`src/rtl/ram_loader.sv`:
```
// ram_loader: accepts a framed byte stream (count, payload, checksum) and writes the payload into the SAP-1 RAM from address 0.
// Optional macro LOADER_VERIFY_EN adds a read-back checksum sweep (VERIFY state) before DONE.
module ram_loader #(
  parameter int RAM_DEPTH = 16,
  parameter int WIDTH = 8,
  localparam int ADDR_WIDTH = $clog2(RAM_DEPTH)
) (
  input  logic                  mclk,
  input  logic                  i_rst_n,
  input  logic                  mclk_en,
  input  logic                  i_start,
  input  logic                  i_byte_valid,
  input  logic [WIDTH-1:0]      i_byte_data,
  output logic                  o_byte_ready,
  output logic [ADDR_WIDTH-1:0] o_address,
  output logic                  o_load_enable,
  output logic [WIDTH-1:0]      o_load_data,
  input  logic [WIDTH-1:0]      i_ram_data,
  output logic                  o_busy,
  output logic                  o_done,
  output logic                  o_error
);

`ifdef LOADER_VERIFY_EN
  typedef enum logic [2:0] {
    S_IDLE, S_COUNT, S_DATA, S_WRITE, S_CHECK, S_DONE, S_ERROR, S_VERIFY
  } state_t;
`else
  typedef enum logic [2:0] {
    S_IDLE, S_COUNT, S_DATA, S_WRITE, S_CHECK, S_DONE, S_ERROR
  } state_t;
`endif

  state_t                state;
  logic [ADDR_WIDTH-1:0] last_addr;
  logic [WIDTH-1:0]      sum;
  logic [WIDTH-1:0]      frame_sum;

  // A count of zero means a full RAM image.
  function automatic logic [ADDR_WIDTH-1:0] last_index(input logic [WIDTH-1:0] n);
    if (n == '0) return ADDR_WIDTH'(RAM_DEPTH - 1);
    return ADDR_WIDTH'(n - WIDTH'(1));
  endfunction

  function automatic logic count_too_big(input logic [WIDTH-1:0] n);
    return {1'b0, n} > (WIDTH+1)'(RAM_DEPTH);
  endfunction

  assign frame_sum    = sum + i_byte_data;
  assign o_byte_ready = (state == S_COUNT) || (state == S_DATA) || (state == S_CHECK);
  assign o_busy       = !((state == S_IDLE) || (state == S_DONE) || (state == S_ERROR));

`ifdef LOADER_VERIFY_EN
  logic [WIDTH-1:0] vsum;
  logic [WIDTH-1:0] chk;
  logic [WIDTH-1:0] vsum_next;
  logic [WIDTH-1:0] vfinal;
  assign vsum_next = vsum + i_ram_data;
  assign vfinal    = vsum_next + chk;
`else
  logic unused_ram_data;
  assign unused_ram_data = ^i_ram_data;
`endif

  always_ff @(posedge mclk or negedge i_rst_n) begin
    if (!i_rst_n) begin
      state         <= S_IDLE;
      last_addr     <= '0;
      sum           <= '0;
      o_address     <= '0;
      o_load_enable <= 1'b0;
      o_load_data   <= '0;
      o_done        <= 1'b0;
      o_error       <= 1'b0;
`ifdef LOADER_VERIFY_EN
      vsum          <= '0;
      chk           <= '0;
`endif
    end else if (mclk_en) begin
      case (state)
        S_IDLE, S_DONE, S_ERROR: begin
          if (i_start) begin
            state     <= S_COUNT;
            o_done    <= 1'b0;
            o_error   <= 1'b0;
            o_address <= '0;
            sum       <= '0;
          end
        end
        S_COUNT: begin
          if (i_byte_valid) begin
            if (count_too_big(i_byte_data)) begin
              state   <= S_ERROR;
              o_error <= 1'b1;
            end else begin
              last_addr <= last_index(i_byte_data);
              state     <= S_DATA;
            end
          end
        end
        S_DATA: begin
          if (i_byte_valid) begin
            o_load_data   <= i_byte_data;
            o_load_enable <= 1'b1;
            sum           <= frame_sum;
            state         <= S_WRITE;
          end
        end
        S_WRITE: begin
          // The RAM commits on this edge; the strobe drops with it.
          o_load_enable <= 1'b0;
          if (o_address == last_addr) begin
            state <= S_CHECK;
          end else begin
            o_address <= o_address + ADDR_WIDTH'(1);
            state     <= S_DATA;
          end
        end
        S_CHECK: begin
          if (i_byte_valid) begin
            if (frame_sum == '0) begin
`ifdef LOADER_VERIFY_EN
              state     <= S_VERIFY;
              o_address <= '0;
              vsum      <= '0;
              chk       <= i_byte_data;
`else
              state  <= S_DONE;
              o_done <= 1'b1;
`endif
            end else begin
              state   <= S_ERROR;
              o_error <= 1'b1;
            end
          end
        end
`ifdef LOADER_VERIFY_EN
        S_VERIFY: begin
          if (o_address == last_addr) begin
            if (vfinal == '0) begin
              state  <= S_DONE;
              o_done <= 1'b1;
            end else begin
              state   <= S_ERROR;
              o_error <= 1'b1;
            end
          end else begin
            vsum      <= vsum_next;
            o_address <= o_address + ADDR_WIDTH'(1);
          end
        end
`endif
        default: state <= S_IDLE;
      endcase
    end
  end

endmodule

```
`config.mk`:
```
export PLATFORM = sky130hd
export DESIGN_NAME = ram_loader
export DESIGN_NICKNAME = d
export VERILOG_FILES = /design/src/rtl/ram_loader.sv
export SDC_FILE = /design/constraint.sdc
export NUM_CORES = 1
export LEC_CHECK = 0
export ABC_AREA = 0
export CORE_MARGIN = 1.5
export CORE_UTILIZATION = 53
export CTS_BUF_LIST = sky130_fd_sc_hd__clkbuf_4
export CTS_CLUSTER_DIAMETER = 50
export CTS_CLUSTER_SIZE = 28
export DETAILED_ROUTE_END_ITERATION = 12
export HOLD_SLACK_MARGIN = 0.03
export PLACE_DENSITY = 0.81
export RECOVER_POWER = 25
export SYNTH_ARGS = -nofsm -noshare
export SYNTH_HDL_FRONTEND = slang
export SYNTH_SLANG_ARGS = --single-unit
```
`constraint.sdc`:
```
create_clock -name mclk -period 2.9 [get_ports mclk]
set_input_delay 0.435 -clock mclk [delete_from_list [all_inputs] [get_ports mclk]]
set_output_delay 0.435 -clock mclk [all_outputs]
set_load 0.1 [all_outputs]
```
==> impl_metrics.toml <==
[cts]
clk_transition_reported_paths_ns = 0.10
cts_htree_levels = 2
root_buffer = "clkbuf_4"
clock_insertion_delay_worst_skew_ns = 0.36
clock_tree.buffer_depth = 2
numCtsBuffers = 5
postCtsSetupBuffers = 0
tritoncts = "built"
clock_sink_count = 30

[setup_path]
critical_path.startpoint = "i_byte_data[0]"
timing.critical_path.required_ns = 3.14
path_max_fanout = 3
cp-end-kind = "flip-flop"
r2r_cells = 7
kind_of_critical_path = "in2reg"
r2r_start = "sum[0]$_DFFE_PN0P_"
cp_data_arrival_time_ns = 3.05
worst_r2r_endpoint = "state[1]$_DFFE_PN0P_"
worst_setup_path_endpoint = "state[1]$_DFFE_PN0P_"
crit_path_start_kind = "input port"
setup.reg_to_reg.worst_slack_ns = 0.22

[logic_synthesis]
synth_ff_type = "dfrtp_1"
postSynthNetCount = 221
yosys_warnings = 0
synth_cell_types = 53
synth.yosys.seq_area_share = 0.397
syn_area_per_cell_um2 = 10.0
register_bit_count_reported_by_yosys = 30
post_synthesis_async_set_or_reset_flop_share = 1.00
synth_enable_flop_cells = 0
syn-instance-count = 189
synthesis.area_um2 = 1890

[timing]
final-setup-viol-count = 0
min_period_ns = 2.81
max_slew.worst_pin.slew_ns = 1.61
final.period_utilization = 0.970
final_hold_violations = 0
unrepaired_setup_endpoints_after_global_routing = "no"
max_freq_ghz = 0.355
timing.slew.headroom = -0.0725
max_clock_skew_ns = 0.0124
slew_viol_final = 31
finalHoldWorstSlack_ns = 0.520

[final_layout]
utilization = 0.707
antenna_cells_inserted = 0
final_cells = 288
share_of_post_route_cells_with_drive_strength_above_1 = 0.256
syn_to_final_growth_pct = 26.8
finalNetCount = 273

[global_routing]
globalRouteTotalUtil = 0.261
initial_antenna_violation_count = 0
grt_pass1_vias = 1759
grt_max_degree = 31
grt_first_pass_wirelength_um = 7990
grt_overflow = 0

[hold_path]
hold_path_class = "reg2reg"
hold_start = "sum[2]$_DFFE_PN0P_"

[routing]
via_per_inst = 6.03
wl_per_cell_um = 16.4
drtIter0Drc = 139
detailedRoute.firstPassIterationCount = 4
num_vias = 1737
finalWirelength_um = 4720
postRouteAntennaNets = 0
detail_route.drc_violations = 0

[die]
x_dimension_of_the_die_um = 62.7
core_region_area_um2 = 3390
dieHeight_um = 62.7
design.die.area_um2 = 3930
rows = 21
top_level_ports = 38
start_util = 0.558

[placement]
finalWeightedCongestion = 0.939
detailedPlacementHpwl_um = 3580
place_inst = 280
place.port_buffers = 29

[outcome]
failing_checks = "max-capacitance violations, max-slew violations"
run_status = "complete, but fails checks"

[flow_run]
maxCapViolations = 1
metrics by stage:
stage	cell area, µm²	TNS [ns]	setup slack, ns
2_1_floorplan	1890	0	0.282
3_3_place_gp	2340	-0.154	-0.136
3_5_place_dp	2340	-0.532	-0.237
4_1_cts	2400	0	0.118
5_1_grt	2400	0	0.0358
6_report	2400	0	0.0865
layer usage:
metal,up-vias,global-route usage,wire length (µm)
met5,-,0,0
met4,0,0.0861,80
met3,10,0.0811,282
met2,59,0.458,2450
met1,850,0.300,1900
li1,818,-,-
worst min path at each step:
stage                                       to  slack (ns)  cells after the start
finish                      sum[2]$_DFFE_PN0P_        0.52                      1
global route                sum[2]$_DFFE_PN0P_        0.53                      1
CTS                         o_done$_DFFE_PN0P_        0.47                      2
detailed placement          sum[2]$_DFFE_PN0P_        0.50                      1
global placement    o_load_data[6]$_DFFE_PN0P_        0.49                      1
floorplan             last_addr[0]$_DFFE_PN0P_        0.14                      0
final cells by class:
type                            instances  area [µm²]
Sequential cell                        30         751
Clock inverter                          3        16.3
Multi-Input combinational cell        142        1080
Tap cell                               46        57.6
Fill cell                             248         992
Timing Repair Buffer                   51         409
Inverter                               11        41.3
Clock buffer                            5        37.5
cell usage in the layout (no fill, tap or decap), types with 6 or more instances in the layout:
cell type and count:
a22o_1 6, a31oi_1 6, buf_4 38, clkdlybuf4s50_1 11, dfrtp_1 30, ha_1 10, inv_1 11, mux2_2 8
nand2_1 6, nor2_1 13, o21ai_0 7
Yosys cell counts, drive strengths merged (4+ instances only):
library cell	number	area, µm²
o21ai	9	45.0
nand3	4	20.0
inv	11	41.3
mux2	8	90.1
nand2b	4	25.0
ha	10	125
a21oi	6	30.0
clkbuf	6	22.5
xor2	5	43.8
xnor2	4	35.0
nor2	13	48.8
a31oi	6	37.5
nor3	4	20.0
a22o	6	52.6
nand2	6	22.5
dfrtp	30	751
nor3b	5	42.5
kinds of logic after synthesis:
group           after synthesis  share of synthesized area
fa+ha+maj                    11                     0.0768
simple gates                 51                      0.150
flops                        30                      0.397
xor+xnor                      9                     0.0417
mux                          11                     0.0635
buf+inv                      17                     0.0338
compound gates               60                      0.237
flip-flops by register name, indices dropped and copies added, names as in the netlist:
name / count
o_error: 1
o_load_data: 8
o_address: 4
o_done: 1
o_load_enable: 1
state: 3
sum: 8
last_addr: 4
timing repair:
item / CTS / global route
hold buffers: 0 / 0
gates resized for setup: 0 / 1
endpoints found under the setup margin: 0 / 1
critical path, cell delays in order:
cell,delay [ns]
clkdlybuf4s50_1,0.42
ha_1,0.24
fa_1,0.43
xnor2_1,0.21
nor3b_1,0.30
o221ai_1,0.28
a2111o_1,0.41
a221o_1,0.33
Power of run 1 is left out: the tool's default activity adds up to more than one toggle a clock period on the data nets, which glitch-free logic cannot reach.
